`config.mk`:
```
export PLATFORM = sky130hd
export DESIGN_NAME = instr_fetch_ctrl
export DESIGN_NICKNAME = d
export VERILOG_FILES = /design/src/rtl/instr_fetch_ctrl.sv
export SDC_FILE = /design/constraint.sdc
export NUM_CORES = 1
export LEC_CHECK = 0
export BUFFER_PORTS_ARGS = -buffer_cell sky130_fd_sc_hd__buf_2
export CORE_ASPECT_RATIO = 0.7
export CORE_UTILIZATION = 42
export CTS_CLUSTER_DIAMETER = 150
export CTS_CLUSTER_SIZE = 20
export DETAILED_ROUTE_END_ITERATION = 12
export GPL_TIMING_DRIVEN = 0
export MAX_ROUTING_LAYER = met4
export PLACE_DENSITY_LB_ADDON = 0.3
export SYNTH_ARGS = -nofsm -noshare
export SYNTH_HDL_FRONTEND = slang
export SYNTH_SLANG_ARGS = --single-unit
```
`constraint.sdc`:
```
create_clock -name Clk -period 2 [get_ports Clk]
set_input_delay 0.2 -clock Clk [delete_from_list [all_inputs] [get_ports Clk]]
set_output_delay 0.2 -clock Clk [all_outputs]
set_load 0.05 [all_outputs]
```
`src/rtl/instr_fetch_ctrl.sv`:
```
// -----------------------------------------------------------------------------
// instr_fetch_ctrl
//   Fetch/decode/execute controller for the 16-bit processor. It drives the PC
//   clear and increment inputs, captures the ROM word into IR_q during FETCH,
//   and issues control strobes to data memory, the register file and the ALU.
//   Each instruction takes 3 cycles (FETCH, DECODE, execute). LOAD takes 4
//   cycles because it has two execute states. HALT parks the FSM until reset.
//
// Ports
//   Clk         in   system clock; all state changes on its rising edge
//   Clr         in   synchronous active-low reset
//   Instr       in   [15:0] ROM word at the current PC (1-cycle synchronous read)
//   PC_clr      out  active-low PC clear; 0 only in INIT
//   PC_up       out  PC increment enable; 1 only in FETCH
//   IR_q        out  [15:0] latched instruction register
//   D_addr      out  [D_ADDR_W-1:0] data-memory address (IR_q[7:0])
//   D_wr        out  data-memory write enable
//   RF_s        out  RF write-data select (1 = memory data, 0 = ALU result)
//   RF_W_addr   out  [RF_ADDR_W-1:0] RF write address
//   RF_W_en     out  RF write enable
//   RF_Ra_addr  out  [RF_ADDR_W-1:0] RF read port A address
//   RF_Rb_addr  out  [RF_ADDR_W-1:0] RF read port B address
//   ALU_s0      out  [2:0] ALU op: 000 pass A, 001 A+B, 010 A-B
//   State       out  [STATE_W-1:0] current state code (debug display)
//
// Handshake: there is none. ROM and memories are fixed-latency slaves. Instr
// is only sampled at the edge that ends FETCH, and every other output is a
// pure function of (state, IR_q).
// -----------------------------------------------------------------------------
module instr_fetch_ctrl #(
  parameter int D_ADDR_W  = 8,
  parameter int RF_ADDR_W = 4,
  parameter int STATE_W   = 4
) (
  input  logic                 Clk,
  input  logic                 Clr,
  input  logic [15:0]          Instr,
  output logic                 PC_clr,
  output logic                 PC_up,
  output logic [15:0]          IR_q,
  output logic [D_ADDR_W-1:0]  D_addr,
  output logic                 D_wr,
  output logic                 RF_s,
  output logic [RF_ADDR_W-1:0] RF_W_addr,
  output logic                 RF_W_en,
  output logic [RF_ADDR_W-1:0] RF_Ra_addr,
  output logic [RF_ADDR_W-1:0] RF_Rb_addr,
  output logic [2:0]           ALU_s0,
  output logic [STATE_W-1:0]   State
);

  typedef enum logic [3:0] {
    S_INIT   = 4'd0,
    S_FETCH  = 4'd1,
    S_DECODE = 4'd2,
    S_NOOP   = 4'd3,
    S_LOAD_A = 4'd4,
    S_LOAD_B = 4'd5,
    S_STORE  = 4'd6,
    S_ADD    = 4'd7,
    S_SUB    = 4'd8,
    S_HALT   = 4'd9
  } state_t;

  localparam logic [3:0] OP_NOOP  = 4'b0000;
  localparam logic [3:0] OP_STORE = 4'b0001;
  localparam logic [3:0] OP_LOAD  = 4'b0010;
  localparam logic [3:0] OP_ADD   = 4'b0011;
  localparam logic [3:0] OP_SUB   = 4'b0100;
  localparam logic [3:0] OP_HALT  = 4'b0101;

  localparam logic [2:0] ALU_PASS = 3'b000;
  localparam logic [2:0] ALU_ADD  = 3'b001;
  localparam logic [2:0] ALU_SUB  = 3'b010;

  state_t      state_q;
  state_t      state_d;
  logic [15:0] ir_q;
  logic [3:0]  opcode;

  assign opcode = ir_q[15:12];
  assign IR_q   = ir_q;
  assign State  = STATE_W'(state_q);

  // State register and IR. Reset wins over every transition, so a reset in
  // mid-instruction abandons the instruction before any later strobe.
  always_ff @(posedge Clk) begin
    if (!Clr) begin
      state_q <= S_INIT;
      ir_q    <= 16'h0000;
    end else begin
      state_q <= state_d;
      if (state_q == S_FETCH) begin
        ir_q <= Instr;
      end
    end
  end

  // Next state and outputs, decoded from (state, IR_q) only.
  always_comb begin
    state_d    = state_q;
    PC_clr     = 1'b1;
    PC_up      = 1'b0;
    D_addr     = '0;
    D_wr       = 1'b0;
    RF_s       = 1'b0;
    RF_W_addr  = '0;
    RF_W_en    = 1'b0;
    RF_Ra_addr = '0;
    RF_Rb_addr = '0;
    ALU_s0     = ALU_PASS;

    case (state_q)
      S_INIT: begin
        // PC is held cleared for one cycle so ROM can present word 0.
        PC_clr  = 1'b0;
        state_d = S_FETCH;
      end
      S_FETCH: begin
        PC_up   = 1'b1;
        state_d = S_DECODE;
      end
      S_DECODE: begin
        case (opcode)
          OP_NOOP:  state_d = S_NOOP;
          OP_STORE: state_d = S_STORE;
          OP_LOAD:  state_d = S_LOAD_A;
          OP_ADD:   state_d = S_ADD;
          OP_SUB:   state_d = S_SUB;
          OP_HALT:  state_d = S_HALT;
          default:  state_d = S_NOOP;
        endcase
      end
      S_NOOP: begin
        state_d = S_FETCH;
      end
      S_STORE: begin
        D_addr     = ir_q[D_ADDR_W-1:0];
        RF_Ra_addr = RF_ADDR_W'(ir_q[11:8]);
        D_wr       = 1'b1;
        state_d    = S_FETCH;
      end
      S_LOAD_A: begin
        // Memory read is in flight; the address must already be valid here.
        D_addr  = ir_q[D_ADDR_W-1:0];
        state_d = S_LOAD_B;
      end
      S_LOAD_B: begin
        D_addr    = ir_q[D_ADDR_W-1:0];
        RF_s      = 1'b1;
        RF_W_addr = RF_ADDR_W'(ir_q[11:8]);
        RF_W_en   = 1'b1;
        state_d   = S_FETCH;
      end
      S_ADD: begin
        RF_Ra_addr = RF_ADDR_W'(ir_q[11:8]);
        RF_Rb_addr = RF_ADDR_W'(ir_q[7:4]);
        RF_W_addr  = RF_ADDR_W'(ir_q[3:0]);
        RF_W_en    = 1'b1;
        ALU_s0     = ALU_ADD;
        state_d    = S_FETCH;
      end
      S_SUB: begin
        RF_Ra_addr = RF_ADDR_W'(ir_q[11:8]);
        RF_Rb_addr = RF_ADDR_W'(ir_q[7:4]);
        RF_W_addr  = RF_ADDR_W'(ir_q[3:0]);
        RF_W_en    = 1'b1;
        ALU_s0     = ALU_SUB;
        state_d    = S_FETCH;
      end
      S_HALT: begin
        state_d = S_HALT;
      end
      default: begin
        state_d = S_INIT;
      end
    endcase
  end

endmodule

```
==> qor.yml, run 1 <==
power:
  p_sw_share_pct: 45.2
  pwr-share-clk_pct: 19.5
  p_per_area_nw_per_um2: 927
  power.total_mw: 1.51
  p_int_mw: 0.826
  pwr-share-seq_pct: 35.0
  ir_worst_vdd_uv: 457
  leakage_nw: 0.808
  p_switching_mw: 0.680
  combPwrFrac_pct: 45.5
setup_path:
  cp_max_fo: 10
  cp_slowest_cell: "or4b_4"
  critPathArrivalTime_ns: 1.79
  critPathTopFamily: "simple AND/OR/NAND/NOR gates"
  path_class: "register to primary output"
  cpMostUsedCell: "buf_8"
  r2r_slack_ns: 0.28
  crit_buf_inv: 4
  worst-endpoint-required_ns: 1.80
  start_kind: "register"
  cp_cell_sequence: "or4b_4, buf_6, inv_8, buf_8, buf_8"
  critical_path.max_stage_delay_ns: 0.54
  end_kind: "primary output"
sta:
  max_freq_ghz: 0.502
  rsz0062_at_grt: "yes"
  setup_slack_ns: 0.00761
  final_hold_viol_count: 0
  skew_ns: 0.00189
  setup_viol: 0
  report.final.slew_viol_count: 0
  whs_ns: 0.104
  totalNegativeSetupSlack_ns: 0
  period_minus_slack_ns: 1.99
  period_share_pct: 99.6
logic_synthesis:
  ys_seq_elements: 20
  netlist_instances: 133
  yosys_most_used_dff: "dfxtp_1"
  synthesis.area_um2: 1060
  ys_top_cells_by_area: "dfxtp_1, nand2_1, a21boi_0, and2_1, a22o_1"
  syn_nets: 151
  synth_cell_types: 33
  synth_top_area_cell: "dfxtp_1"
  synthMuxAreaShare_pct: 0
  synth_edf_count: 0
  seq_area_frac_synth_pct: 37.9
  async_flop_share_pct: 0
  synth-xor-area-share_pct: 0.828
  ys_warn_count: 0
  synth_top_area_share_pct: 37.9
  synth_adder_area_share_pct: 0
  yosys.area_share.simple_pct: 35.0
  synth_most_common_cell: "nand2_1"
  syn_area_per_cell_um2: 7.95
  synth_top_family_by_area: "simple AND/OR/NAND/NOR gates"
  synth_compound_area_share_pct: 21.1
  synth_common_cells: "nand2_1, dfxtp_1, and2_1, a21boi_0, nor2_1"
min_path:
  hp-class: "input pin to register"
cells_and_area:
  final_nets: 222
  num_antenna_cells: 0
  area_delta_synth_final_pct: 53.7
  stdcell_area_um2: 1630
  fin_cells: 235
  final_core_util_pct: 71.9
  drive_above_1_share_pct: 50.2
  fill_cells: 192
die:
  fp-row-count: 14
  die_h_um: 44.0
  start_util_pct: 46.8
  coreArea_um2: 2260
  ios: 66
  die-area_um2: 2720
  die_w_um: 62.0
clock_network:
  cts_buffers: 3
  h-tree-depth: 1
  cts_tree: "done"
  cts_hold_buffers: 0
  path_clk_slew_ns: 0.12
  ctsLongestPathBuffers: 2
  clock_latency_ns: 0.32
  clockRootBuffer: "clkbuf_4"
  clock-sinks: 20
global_route:
  grt_overflow: 0
  grt_pass1_vias: 948
  gr-usage-all-layers_pct: 24.2
  grt_start_max_net_pins: 13
  grt_pass1_wl_um: 4490
  antenna_found_initial: 0
routing:
  dr.pass1.iters: 4
  drt_iter0_markers: 53
  ant_nets: 0
  viasPerCell: 5.00
  vias: 1174
  wirelength_um: 3130
  drc: 0
  wire_per_inst_um: 13.3
placement:
  place_ws_ns: 0.158
  gp_congestion: 0.805
  place_inst: 229
  placed_area_um2: 1490
  io_buffers: 64
  hpwl_um: 2300
job:
  maxCapViolations: 0
status:
  status: "completed"
## per-layer routing
metal | part of all wire (%) | GRT usage (%) | up-vias
li1 | - | - | 585
met1 | 44 | 30.2 | 541
met2 | 49 | 37.2 | 41
met3 | 5.6 | 6.27 | 7
met4 | 1.7 | 9.33 | 0
met5 | 0 | - | -
## final timing paths
path                        start                    to  cells past startpoint
max           State[2]$_SDFF_PN0_                 PC_up                      5
min                      Instr[6]  IR_q[6]$_SDFFE_PN0P_                      3
max reg2reg   State[2]$_SDFF_PN0_   State[2]$_SDFF_PN0_                      4
min reg2reg  IR_q[7]$_SDFFE_PN0P_  IR_q[7]$_SDFFE_PN0P_                      2
## worst register-to-register path, cell delays in order, from the launching register on
cell and delay [ns]:
dfxtp_4 0.40, buf_4 0.14, or4b_4 0.52, or4_1 0.48, a21oi_1 0.13
## power groups by stage
stage / registers (mW) / clock network [mW] / logic, mW
detailed placement: 0.529 / 0 / 0.637
CTS: 0.520 / 0.294 / 0.671
global route: 0.536 / 0.313 / 0.728
floorplan: 0.715 / 0 / 0.302
finish: 0.527 / 0.293 / 0.686
global placement: 0.522 / 0 / 0.628
## sequential cells by signal, summed over array words and instances, names as in the netlist
| signal | cells |
|---|---|
| IR_q | 16 |
| State | 4 |
## final cells by class
type,count,area (um2),area share (%)
Inverter,1,11.3,0.693
Timing Repair Buffer,67,385,23.7
Tap cell,32,40.0,2.46
Buffer,6,55.1,3.39
Sequential cell,20,410,25.3
Clock buffer,4,47.5,2.93
Multi-Input combinational cell,105,676,41.6
## layout by cell type (no fill, tap or decap), types with 2 or more instances in the layout
master and n:
buf_2 50, nand2_1 35, dfxtp_1 16, a21boi_0 14
buf_4 10, clkbuf_4 10, and2_1 8, and2_2 6
nor2_1 6, nand2b_1 4, dfxtp_4 2, dfxtp_2 2
or4b_4 2, buf_8 2, and2_4 2, a22o_2 2
clkbuf_1 2, a21boi_1 2, o21ai_0 2, a21oi_1 2
## cells by family (layout without fill, tap and decap cells)
kind of cell / Yosys count / count (layout)
other: 1 / 1
AOI/OAI and AO/OA: 30 / 30
DFF: 20 / 20
and+or+nand+nor: 73 / 73
xor gates and xnor gates: 1 / 1
buffers and inverters: 8 / 78
## repair_timing
action | in CTS | in global routing
endpoints found under the hold margin | 0 | 0
gates resized for setup | 8 | 24
buffers inserted | 0 | 3
setup endpoints to repair | 18 | 14
pin swaps | 0 | 0
Note: power is estimated with default switching activity, not from simulation.
==> inputs of run 2 (changes only) <==
BUFFER_PORTS_ARGS = default   (was -buffer_cell sky130_fd_sc_hd__buf_2)
CORE_UTILIZATION = 54   (was 42)
DONT_BUFFER_PORTS = 1   (was default)
clock period = 1.8 ns   (was 2 ns; I/O delays follow)
==> run 2 against run 1 <==
Net effect: the run now fails in global routing; synthesized cell count is the same; synthesized area unchanged.
==> qor.yml, run 2 <==
status:
  status: "stopped before the end"
  stop_stage: "global routing"
  error: "[ERROR DPL-0033] detailed placement checks failed during check placement."
clock_network:
  clockRootBuffer: "clkbuf_4"
  h-tree-depth: 1
  clock-sinks: 20
  ctsLongestPathBuffers: 2
  cts_buffers: 3
die:
  start_util_pct: 61.8
  die_w_um: 54.9
  ios: 66
  die_h_um: 39.0
  fp-row-count: 12
sta:
  worst-ep-kind: "output port"
  worst_endpoint: "RF_Rb_addr[2]"
logic_synthesis:
  ys_seq_elements: 20
  seq_area_frac_synth_pct: 37.9
  synth_cell_types: 33
  synth_top_area_share_pct: 37.9
  syn_nets: 151
  syn_area_per_cell_um2: 7.95
  synth_edf_count: 0
  synthesis.area_um2: 1060
  ys_warn_count: 0
  synth_common_cells: "nand2_1, dfxtp_1, and2_1, a21boi_0, nor2_1"
  ys_top_cells_by_area: "dfxtp_1, nand2_1, a21boi_0, and2_1, a22o_1"
  async_flop_share_pct: 0
  synth_top_area_cell: "dfxtp_1"
  synth_most_common_cell: "nand2_1"
  yosys_most_used_dff: "dfxtp_1"
  netlist_instances: 133
placement:
  hpwl_um: 2050
  placed_area_um2: 1190
  io_buffers: 0
  place_ws_ns: -0.275
  gp_congestion: 0.774
global_route:
  antenna_found_initial: 0
  grt_start_max_net_pins: 13
==> run 2: cell counts after synthesis <==
Identical to the previous run, type by type.
==> run 2: timing repair <==
| action | in CTS |
|---|---|
| pin swaps | 7 |
| resized for setup | 37 |
| hold endpoints to repair | 6 |
| endpoints found under the setup margin | 39 |
| setup buffers | 3 |
| hold buffers | 7 |
| cloned | 1 |
==> run 2: kinds of logic after synthesis <==
logic type	count (synthesis)	share of synthesized area, %
DFF	20	37.9
buffers and inverters	8	4.85
and+or+nand+nor	73	35.0
AOI/OAI and AO/OA	30	21.1
other	1	0.355
xor gates and xnor gates	1	0.829
==> run 2: per-stage QoR <==
stage	hold WS, ns	setup TNS [ns]	cells	util, %
after floorplan	0.315	-1.45	133	-
after global placement	0.319	-3.89	154	69.8
after detailed placement	0.329	-5.06	154	69.8
after CTS	0.000407	-8.42	169	85.3
==> inputs of run 3 (changes only) <==
CORE_AREA = 2 2 63 65   (was default)
CORE_ASPECT_RATIO = default   (was 0.7)
CORE_UTILIZATION = default   (was 54)
CTS_CLUSTER_DIAMETER = default   (was 150)
CTS_CLUSTER_SIZE = default   (was 20)
DIE_AREA = 0 0 65 67   (was default)
MAX_ROUTING_LAYER = default   (was met4)
PLACE_DENSITY_LB_ADDON = 0.15   (was 0.3)
clock period = 2.3 ns   (was 1.8 ns; I/O delays follow)
==> run 3 against run 2 <==
Net effect: the flow now finishes, with violations (setup timing).
==> qor.yml, run 3 (synthesis gave the netlist of run 1 again) <==
clock_network:
  cts_tree: "done"
  clockRootBuffer: "clkbuf_8"
  cts_hold_buffers: 0
  clock_latency_ns: 0.26
  clock-sinks: 20
  path_clk_slew_ns: 0.08
  ctsLongestPathBuffers: 2
  cts_buffers: 3
  h-tree-depth: 1
setup_path:
  cp_slowest_cell: "nor4b_4"
  cp_max_fo: 4
  critical_path.max_stage_delay_ns: 0.80
  critPathTopFamily: "simple AND/OR/NAND/NOR gates"
  crit_buf_inv: 1
  start_kind: "register"
  end_kind: "primary output"
  cp_cell_sequence: "buf_12, nor4b_4, a21o_1, and2_4"
  path_class: "register to primary output"
  critPathArrivalTime_ns: 2.14
  worst-endpoint-required_ns: 2.07
sta:
  setup_slack_ns: -0.0696
  setup_viol: 13
  whs_ns: 0.0932
  slew-limit-headroom_pct: 38.4
  final_hold_viol_count: 0
  period_share_pct: 103
  rsz0062_at_grt: "yes"
  report.final.slew_viol_count: 0
  tightest_slew_ns: 0.920
  max_freq_ghz: 0.422
  skew_ns: 0.00286
  period_minus_slack_ns: 2.37
  totalNegativeSetupSlack_ns: -0.497
routing:
  vias: 945
  ant_nets: 0
  viasPerCell: 5.00
  dr.pass1.iters: 4
  drc: 0
  drt_iter0_markers: 33
  wirelength_um: 3090
  wire_per_inst_um: 16.3
placement:
  io_buffers: 0
  place_inst: 181
  hpwl_um: 2250
  gp_congestion: 0.719
power:
  ir_worst_vdd_uv: 338
  leakage_nw: 0.532
  p_per_area_nw_per_um2: 941
global_route:
  grt_overflow: 0
  gr-usage-all-layers_pct: 14.9
  antenna_found_initial: 0
  grt_start_max_net_pins: 12
  grt_pass1_vias: 925
  grt_pass1_wl_um: 4780
cells_and_area:
  num_antenna_cells: 0
  seqCellArea_um2: 413
  multi_input_area_um2: 721
  final_nets: 160
  final_common_cell: "nand2_1"
  area_delta_synth_final_pct: 28.9
  largest_reg_flops: 16
  fill_cells: 387
  fin_cells: 189
  drive_above_1_share_pct: 27.7
  final_cell_mix: "nand2_1, dfxtp_1, a21boi_0, and2_4, and2_1"
die:
  ios: 66
  die_w_um: 65
  coreArea_um2: 3610
  start_util_pct: 29.3
  die_h_um: 67
  die-area_um2: 4360
  fp-row-count: 22
status:
  failed_checks: "setup timing"
  status: "complete, but fails checks"
min_path:
  hp-class: "input pin to register"
job:
  maxCapViolations: 0
run 3: worst reg2reg max path, cell delays in order (launching register included):
cell and delay (ns):
dfxtp_4 0.46, buf_12 0.13, buf_4 0.14, or4b_1 0.46
buf_2 0.21, inv_4 0.13, buf_12 0.17, nand2_1 0.07
a21boi_0 0.16
run 3: what timing repair did:
item / CTS / global route
gates cloned: 1 / 0
resized for setup: 31 / 6
buffers inserted: 1 / 2
setup endpoints to repair: 24 / 14
pin swaps: 6 / 1
endpoints found under the hold margin: 0 / 0
run 3: cell type report:
cell class,instances,share of cell area (%)
Multi-Input combinational cell,106,52.9
Sequential cell,20,30.3
Buffer,7,6.24
Tap cell,48,4.41
Clock buffer,4,4.04
Timing Repair Buffer,3,1.65
Inverter,1,0.459
run 3: report_power, final:
part / internal (mW) / switching, mW
sequential: 0.400 / 0.239
combinational: 0.147 / 0.220
clock: 0.153 / 0.123
run 3: path summary, 6_finish.rpt:
path / start / endpoint / slack (ns) / depth (start not counted)
max: State[0]$_SDFF_PN0_ / RF_Ra_addr[1] / -0.07 / 4
min: Instr[7] / IR_q[7]$_SDFFE_PN0P_ / 0.09 / 2
max reg2reg: State[0]$_SDFF_PN0_ / IR_q[5]$_SDFFE_PN0P_ / 0.31 / 8
min reg2reg: State[3]$_SDFF_PN0_ / State[3]$_SDFF_PN0_ / 0.71 / 3
run 3: stage by stage:
step	utilization, %	instance area [um2]	setup WS (ns)	power, mW
after floorplan	-	1090	-0.0820	0.868
after global placement	31.9	1150	-0.275	0.928
after detailed placement	31.9	1150	-0.302	0.938
after CTS	36.8	1330	-0.128	1.26
after global routing	37.8	1360	-0.162	1.36
final	37.8	1360	-0.0696	1.28
run 3: per-layer routing:
metal / global-route usage, % / wire [um] / vias to the layer above
met5: 0 / 0 / -
met4: 6.38 / 48 / 0
met3: 3.55 / 251 / 5
met2: 23.6 / 1420 / 39
met1: 19.2 / 1360 / 438
li1: - / - / 463
